<file path="config.mk">
export PLATFORM = sky130hd
export DESIGN_NAME = ilkn_frame_sync_control
export DESIGN_NICKNAME = d
export VERILOG_FILES = /design/src/rtl/ilkn_frame_sync_control.sv
export SDC_FILE = /design/constraint.sdc
export NUM_CORES = 1
export LEC_CHECK = 0
export CORE_UTILIZATION = 52
export DETAILED_ROUTE_END_ITERATION = 6
export DONT_BUFFER_PORTS = 1
export PLACE_DENSITY = 0.66
export SETUP_SLACK_MARGIN = 0.15
export SYNTH_ARGS = -nofsm -noshare
export SYNTH_HDL_FRONTEND = slang
export SYNTH_SLANG_ARGS = --single-unit
</file>
<file path="constraint.sdc">
create_clock -name clk -period 2.5 [get_ports clk]
set_clock_uncertainty 0.15 [all_clocks]
set_input_delay 0.25 -clock clk [delete_from_list [all_inputs] [get_ports clk]]
set_output_delay 0.25 -clock clk [all_outputs]
set_load 0.02 [all_outputs]
</file>
<file path="src/rtl/ilkn_frame_sync_control.sv">
// Interlaken receive-lane frame sync controller: word-lock gating, sync-word hunt/verify, locked-state health.
// Optional macro ILKN_FRAME_SYNC_SCRAM_CHECK_EN enables scrambler-state mismatch checking while LOCKED.
module ilkn_frame_sync_control #(
   parameter int META_LEN  = 2048,
   parameter int SYNC_GOOD = 4,
   parameter int SYNC_BAD  = 4,
   parameter int SCRAM_BAD = 3
) (
   input  logic       clk,
   input  logic       arst_n,
   input  logic       word_locked,
   input  logic       din_valid,
   input  logic       din_sync,
   input  logic       din_scram_match,
   output logic       scram_load,
   output logic       aligner_rst,
   output logic       frame_locked,
   output logic       sync_err,
   output logic       scram_err,
   output logic [7:0] lock_loss_cnt
);

   localparam int PW = $clog2(META_LEN);

   localparam logic [2:0] ST_IDLE   = 3'd0;
   localparam logic [2:0] ST_HUNT   = 3'd1;
   localparam logic [2:0] ST_VERIFY = 3'd2;
   localparam logic [2:0] ST_LOCKED = 3'd3;
   localparam logic [2:0] ST_RESYNC = 3'd4;

   localparam logic [PW-1:0] POS_SYNC  = '0;
   localparam logic [PW-1:0] POS_SCRAM = PW'(1);
   localparam logic [PW-1:0] POS_LAST  = PW'(META_LEN - 1);

   logic [2:0]    state_q, state_d;
   logic [PW-1:0] pos_q, pos_d, pos_inc;
   logic [3:0]    good_q, good_d;
   logic [3:0]    bad_sync_q, bad_sync_d;
   logic          sync_err_q, sync_err_d;
   logic          frame_locked_q, frame_locked_d;
   logic          aligner_rst_q, aligner_rst_d;
   logic [7:0]    lock_loss_q, lock_loss_d;
   logic          scram_fail;

   assign pos_inc = (pos_q == POS_LAST) ? '0 : pos_q + PW'(1);

   // The seed word is loaded blindly while verifying; it is only checked once LOCKED.
   assign scram_load = (state_q == ST_VERIFY) && din_valid && (pos_q == POS_SCRAM);

   always_comb begin
      state_d    = state_q;
      pos_d      = pos_q;
      good_d     = good_q;
      bad_sync_d = (state_q == ST_LOCKED) ? bad_sync_q : 4'd0;
      sync_err_d = 1'b0;

      case (state_q)
         ST_IDLE: begin
            pos_d  = '0;
            good_d = 4'd0;
            if (word_locked) state_d = ST_HUNT;
         end
         ST_HUNT: begin
            if (din_valid && din_sync) begin
               good_d  = 4'd1;
               pos_d   = POS_SCRAM;
               state_d = ST_VERIFY;
            end
         end
         ST_VERIFY: begin
            if (din_valid) begin
               pos_d = pos_inc;
               if (pos_q == POS_SYNC) begin
                  if (din_sync) begin
                     good_d = good_q + 4'd1;
                     if (good_d == 4'(SYNC_GOOD)) state_d = ST_LOCKED;
                  end else begin
                     good_d  = 4'd0;
                     pos_d   = '0;
                     state_d = ST_HUNT;
                  end
               end
            end
         end
         ST_LOCKED: begin
            if (din_valid) begin
               pos_d = pos_inc;
               if (pos_q == POS_SYNC) begin
                  if (din_sync) begin
                     bad_sync_d = 4'd0;
                  end else begin
                     bad_sync_d = bad_sync_q + 4'd1;
                     sync_err_d = 1'b1;
                     if (bad_sync_d == 4'(SYNC_BAD)) state_d = ST_RESYNC;
                  end
               end else if (scram_fail) begin
                  state_d = ST_RESYNC;
               end
            end
         end
         ST_RESYNC: state_d = ST_IDLE;
         default:   state_d = ST_IDLE;
      endcase

      // Losing word lock overrides everything; the aligner is already slipping, so no restart.
      if (state_q != ST_IDLE && !word_locked) begin
         state_d    = ST_IDLE;
         pos_d      = '0;
         good_d     = 4'd0;
         bad_sync_d = 4'd0;
         sync_err_d = 1'b0;
      end

      frame_locked_d = (state_d == ST_LOCKED);
      aligner_rst_d  = (state_d == ST_RESYNC);
      lock_loss_d    = lock_loss_q;
      if (state_q == ST_LOCKED && state_d != ST_LOCKED && lock_loss_q != 8'hFF)
         lock_loss_d = lock_loss_q + 8'd1;
   end

   always_ff @(posedge clk or negedge arst_n) begin
      if (!arst_n) begin
         state_q        <= ST_IDLE;
         pos_q          <= '0;
         good_q         <= 4'd0;
         bad_sync_q     <= 4'd0;
         sync_err_q     <= 1'b0;
         frame_locked_q <= 1'b0;
         aligner_rst_q  <= 1'b0;
         lock_loss_q    <= 8'd0;
      end else begin
         state_q        <= state_d;
         pos_q          <= pos_d;
         good_q         <= good_d;
         bad_sync_q     <= bad_sync_d;
         sync_err_q     <= sync_err_d;
         frame_locked_q <= frame_locked_d;
         aligner_rst_q  <= aligner_rst_d;
         lock_loss_q    <= lock_loss_d;
      end
   end

`ifdef ILKN_FRAME_SYNC_SCRAM_CHECK_EN
   logic [3:0] bad_scram_q, bad_scram_d;
   logic       scram_err_q, scram_err_d;
   logic       scram_check;

   assign scram_check = (state_q == ST_LOCKED) && word_locked && din_valid && (pos_q == POS_SCRAM);
   assign scram_fail  = scram_check && !din_scram_match && ((bad_scram_q + 4'd1) == 4'(SCRAM_BAD));

   always_comb begin
      bad_scram_d = bad_scram_q;
      scram_err_d = 1'b0;
      if (state_q != ST_LOCKED || !word_locked) begin
         bad_scram_d = 4'd0;
      end else if (scram_check) begin
         if (din_scram_match) begin
            bad_scram_d = 4'd0;
         end else begin
            bad_scram_d = bad_scram_q + 4'd1;
            scram_err_d = 1'b1;
         end
      end
   end

   always_ff @(posedge clk or negedge arst_n) begin
      if (!arst_n) begin
         bad_scram_q <= 4'd0;
         scram_err_q <= 1'b0;
      end else begin
         bad_scram_q <= bad_scram_d;
         scram_err_q <= scram_err_d;
      end
   end

   assign scram_err = scram_err_q;
`else
   logic scram_match_unused;
   assign scram_match_unused = din_scram_match;
   assign scram_fail         = 1'b0;
   assign scram_err          = 1'b0;
`endif

   assign sync_err      = sync_err_q;
   assign frame_locked  = frame_locked_q;
   assign aligner_rst   = aligner_rst_q;
   assign lock_loss_cnt = lock_loss_q;

endmodule

</file>
**Word level (Yosys, flattened, before mapping)**

Index checks and enable logic that the tools add are counted.

- $add $sub $neg: 4
- Eq/ne operators: 15
- Reductions and logical operators: 14
- Muxes and demuxes: 37

Operators by type and width:

| kind | number |
|---|---|
| 11-bit 2-to-1 mux | 7 |
| 4-bit 2-to-1 mux | 11 |
| 11-bit one-hot mux with 4 select lines | 1 |
| 3-bit 2-to-1 mux | 11 |
| 3-bit one-hot mux with 4 select lines | 1 |
| 4-bit one-hot mux with 3 select lines | 1 |
| 11-bit by 1-bit adder with 11-bit output, second input constant | 1 |
| 11-bit by 1-bit == test with 1-bit output, second input constant | 1 |
| 11-bit == test, second input constant | 1 |
| 11-bit zero test | 1 |
| 3-bit by 2-bit == test with 1-bit output, second input constant | 3 |
| 4-bit by 1-bit adder with 4-bit output, second input constant | 2 |
| 8-bit by 1-bit adder with 8-bit output, second input constant | 1 |
| 4-bit by 3-bit == test with 1-bit output, second input constant | 2 |
| 8-bit inequality test, second input constant | 1 |
| 4-bit AND reduction | 2 |
| 1-bit logical AND | 6 |
| 3-bit by 2-bit inequality test with 1-bit output, second input constant | 2 |
| 3-bit inequality test, second input constant | 2 |
| 1-bit 2-to-1 mux | 5 |
| 5-bit nonzero test | 1 |
| 4-bit nonzero test | 1 |
| 3-bit by 1-bit == test with 1-bit output, second input constant | 1 |
| 3-bit == test, second input constant | 1 |
| 4 further kinds | 4 |

- Output and inout bits: 13
- Input bits: 6
- Logic and storage cells: 78
- Register bits: 33

**Longest topological paths before layout**

- Depth after elaboration: 11
- Depth in mapped cells: 7

**Worst setup path before layout**

Ideal clock, no wire load.

- Path type: reg2reg
- Start point: register pos_q[0]
- End point: register lock_loss_q[1] (netlist: lock_loss_cnt[1])
- Required time: 2.222 ns
- Cell stages (with the launch flop): 7
- Path slack: 0.404 ns
- Library setup time: 0.128 ns
- Arrival: 1.818 ns
- Path through: dfrtp_1 -> inv_1 -> ha_1 -> nor4b_1 -> nand4_2 -> a21oi_1 -> mux2_1

- Longest elaborated chain between the ends: 8
- Elaborated cells on any way between the ends: 10
- Classes of those cells: eq/ne: 1; mux: 6; reduce/logical: 3

Ends and longest elaborated chain:

| what | RTL line | RTL |
|---|---|---|
| start: declaration | 36 | `logic [PW-1:0] pos_q, pos_d, pos_inc;` |
| start signal: assignment | 133 | `pos_q <= pos_d;` |
| 11-bit zero test (*) | 73, 88 |  |
| 3-bit 2-to-1 mux (on tied branches) | 88, 73 |  |
| 3-bit 2-to-1 mux (on tied branches) | 86, 71 |  |
| 3-bit one-hot mux with 4 select lines (*) | 57 | `case (state_q)` |
| 3-bit 2-to-1 mux (*) | 106 | `if (state_q != ST_IDLE && !word_locked) begin` |
| 3-bit by 2-bit inequality test with 1-bit output (*) | 117 | `if (state_q == ST_LOCKED && state_d != ST_LOCKED && lock_loss_q != 8'hFF)` |
| 1-bit logical AND (*) (2 in series) | 117 |  |
| end signal: assignment | 139 | `lock_loss_q <= lock_loss_d;` |
| end: declaration | 42 | `logic [7:0] lock_loss_q, lock_loss_d;` |

Every way passes the cells marked *; elsewhere a longest branch is shown, timed or not.
A chain may end at the register's enable or synchronous reset.

**Final worst setup path**

- Start point: register pos_q[2]
- End point: output port scram_load

- Longest elaborated chain between the ends: 2

Ends and longest elaborated chain:

| what | RTL line | RTL |
|---|---|---|
| 11-bit by 1-bit == test with 1-bit output | 48 | `assign scram_load = (state_q == ST_VERIFY) && din_valid && (pos_q == POS_SCRAM);` |
| 1-bit logical AND | 48 |  |
| end: declaration | 15 | `output logic scram_load,` |

No other way between the ends.

==> results_dict.tcl <==
set metrics [dict create \
    synthCells 224 \
    grt_setup_unrepaired "false" \
    maxSlewViolCount 0 \
    comb_power_share 0.282 \
    drc 0 \
    nNetsFinal 243 \
    die_area_mm2 0.00436 \
    cp_data_required_time_ns 2.10 \
    seqPwrFrac 0.474 \
    switchingPower_uw 619 \
    fp.dieH_um 66.0 \
    outcome "finished, final reports clean" \
    io_buffers 0 \
    cts.clk_slew.worst_paths_ns 0.07 \
    cap_violations 0 \
    grt_pass1_vias 1677 \
    hpwl_mm 3.18 \
    path_depth 3 \
    n_antenna_cell 0 \
    p_per_area_mw_per_mm2 689 \
    p_total_mw 1.60 \
    syn_area_mm2 0.00213 \
    clock_latency_ns 0.29 \
    crit_arrival_ns 1.78 \
    cts_max_level 2 \
    grt_first_pass_wirelength_mm 7.94 \
    grt_use_total 0.239 \
    async_flop_share 1.00 \
    synth_seq_area_share 0.388 \
    crit_path_end_kind "output port" \
    syn_to_final_growth_pct 8.81 \
    hold_path.class "input pin to flip-flop" \
    overflow 0 \
    fin_crit_sh 0.873 \
    hold_viol 0 \
    synth_edf_count 0 \
    drt_first_pass_iters 4 \
    core_mm2 0.00380 \
    initialDrtViolationCount 114 \
    cts_sinks 33 \
    grt_max_degree 34 \
    ys_types 59 \
    p_int_uw 979 \
    crit_slowest_cell "dfrtp_1" \
    synth-main-ff-cell "dfrtp_1" \
    crit_type "flip-flop to output port" \
    ios 19 \
    fin_crit_ns 2.18 \
    clock_path_buffers 2 \
    grt_antenna_before_repair 0 \
    num-fill-cells 335 \
    avgSynthCellArea_um2 9.51 \
    ant_nets 0 \
    cts-root-buf "clkbuf_8" \
    slowest_delay_ns 0.46 \
    crit_buf_inv 0 \
    wl_mm 4.53 \
    setup.worst_path.end "scram_load" \
    clock_power_share 0.243 \
    finalWeightedCongestion 0.807 \
    setup_violations 0 \
    fmax_mhz 458 \
    cpLargestDelayFamily "simple AND/OR/NAND/NOR gates" \
    p_sw_frac 0.387 \
    synth-seq-cells 33 \
    vias_per_cell 6.29 \
    avgRoutedWirePerCell_um 16.2 \
    r2r_setup_slack_ns 0.37 \
    reg2reg_to "lock_loss_cnt[1]" \
    startpoint "pos_q[2]" \
    peakVddDrop_v 0.000440 \
    start_kind "flip-flop" \
    num_vias 1756 \
    yosysWarnings 0 \
    die_w_um 66.0 \
    tns_ns 0 \
    cts_made_buffers 5 \
    synth_nets 237 \
    drive_gt1_frac 0.121 \
    num_rows 22 \
    regToRegStartpoint "pos_q[0]" \
    crit_path_max_fanout 7 \
    ff2ff_path_depth 7 \
    cts_tree "built" \
    p_leak_nw 0.926 \
    initial_core_util 0.561 \
    path_cells "nor4_4 > and3_2 > and3_1" \
]
-- Yosys cell counts, types with 5 or more instances --
cell type	count	area (um2)
inv_1	8	30.0
nand4_1	8	50.1
clkbuf_1	5	18.8
a211oi_1	6	45.0
dfrtp_1	33	826
ha_1	7	87.6
nand3_1	17	85.1
nand2_1	18	67.6
a21oi_1	9	45.0
xor2_1	7	61.3
nor2_1	6	22.5
and3_1	5	31.3
o21ai_0	11	55.1
-- kinds of logic after synthesis --
| group | Yosys count | synth area share |
|---|---|---|
| flops | 33 | 0.388 |
| fa+ha+maj | 7 | 0.0411 |
| simple gates | 92 | 0.268 |
| mux | 4 | 0.0200 |
| other cells | 1 | 0.00176 |
| compound gates | 61 | 0.208 |
| xor+xnor | 7 | 0.0288 |
| buf+inv | 19 | 0.0452 |
-- per-stage QoR --
step	area [um2]	utilization	setup WS [ns]	hold WS [ns]	instances
final	2320	0.610	0.318	0.0241	279
after floorplan	2130	-	0.404	-0.196	224
after global routing	2320	0.610	0.192	0.0316	279
after global placement	2150	0.567	0.232	-0.195	265
after CTS	2290	0.604	0.190	0.000994	277
after detailed placement	2150	0.567	0.158	-0.195	265
-- layer usage --
layer	vias to the layer above	GRT usage	part of all wire
met5	-	0	0
met4	0	0.0638	0.0084
met3	3	0.0517	0.042
met2	47	0.388	0.47
met1	843	0.322	0.47
li1	863	-	-
-- power groups by stage --
| stage | clock [mW] | sequential, mW | combinational, mW |
|---|---|---|---|
| floorplan | 0 | 0.716 | 0.375 |
| global placement | 0 | 0.761 | 0.418 |
| detailed placement | 0 | 0.768 | 0.427 |
| CTS | 0.405 | 0.757 | 0.450 |
| global route | 0.428 | 0.777 | 0.512 |
| finish | 0.389 | 0.757 | 0.451 |
-- worst min path at each step --
| stage | from | end | slack, ns | cells after the start |
|---|---|---|---|---|
| after global placement | arst_n | bad_sync_q[2] | -0.19 | 0 |
| final | word_locked | bad_sync_q[0] | 0.02 | 2 |
| after detailed placement | arst_n | bad_sync_q[2] | -0.19 | 0 |
| after CTS | din_sync | bad_sync_q[2] | 0.001 | 2 |
| after floorplan | arst_n | aligner_rst | -0.20 | 0 |
| after global routing | word_locked | bad_sync_q[1] | 0.03 | 2 |
-- area by class of cell --
cell class,count,area (um2),area share
Sequential cell,33,826,0.356
Tap cell,48,60.1,0.0259
Inverter,8,30.0,0.0130
Clock inverter,3,17.5,0.00756
Multi-Input combinational cell,172,1220,0.526
Clock buffer,5,68.8,0.0297
Timing Repair Buffer,10,97.6,0.0421
-- state kept, by name, indices dropped and copies added (netlist names) --
name / flops
aligner_rst: 1
bad_sync_q: 4
frame_locked: 1
good_q: 4
lock_loss_cnt: 8
pos_q: 11
state_q: 3
sync_err: 1
-- repair_timing --
action,in CTS,in global routing
endpoints found under the setup margin,1,6
resized for setup,1,1
hold endpoints to repair,37,1
hold buffers,4,1
gates cloned,0,0
buffers inserted,0,1
-- cells in the final DEF (no fill, tap or decap), drive strengths merged, types with 3 or more instances in the layout --
cell type     n
nand4        10
o22ai         3
and3          6
o21ai        12
dfrtp        33
xor2          7
ha            7
a21oi         9
nor2          6
clkbuf        5
a211oi        6
nor4          3
and2          5
dlygate4sd3   4
nand3        17
a31oi         4
nand2b        4
a32oi         4
nor2b         4
and4          3
nor3b         3
or3           3
buf           6
inv           8
nand2        18
o211ai        4
Power figures use the tool's default switching activity.
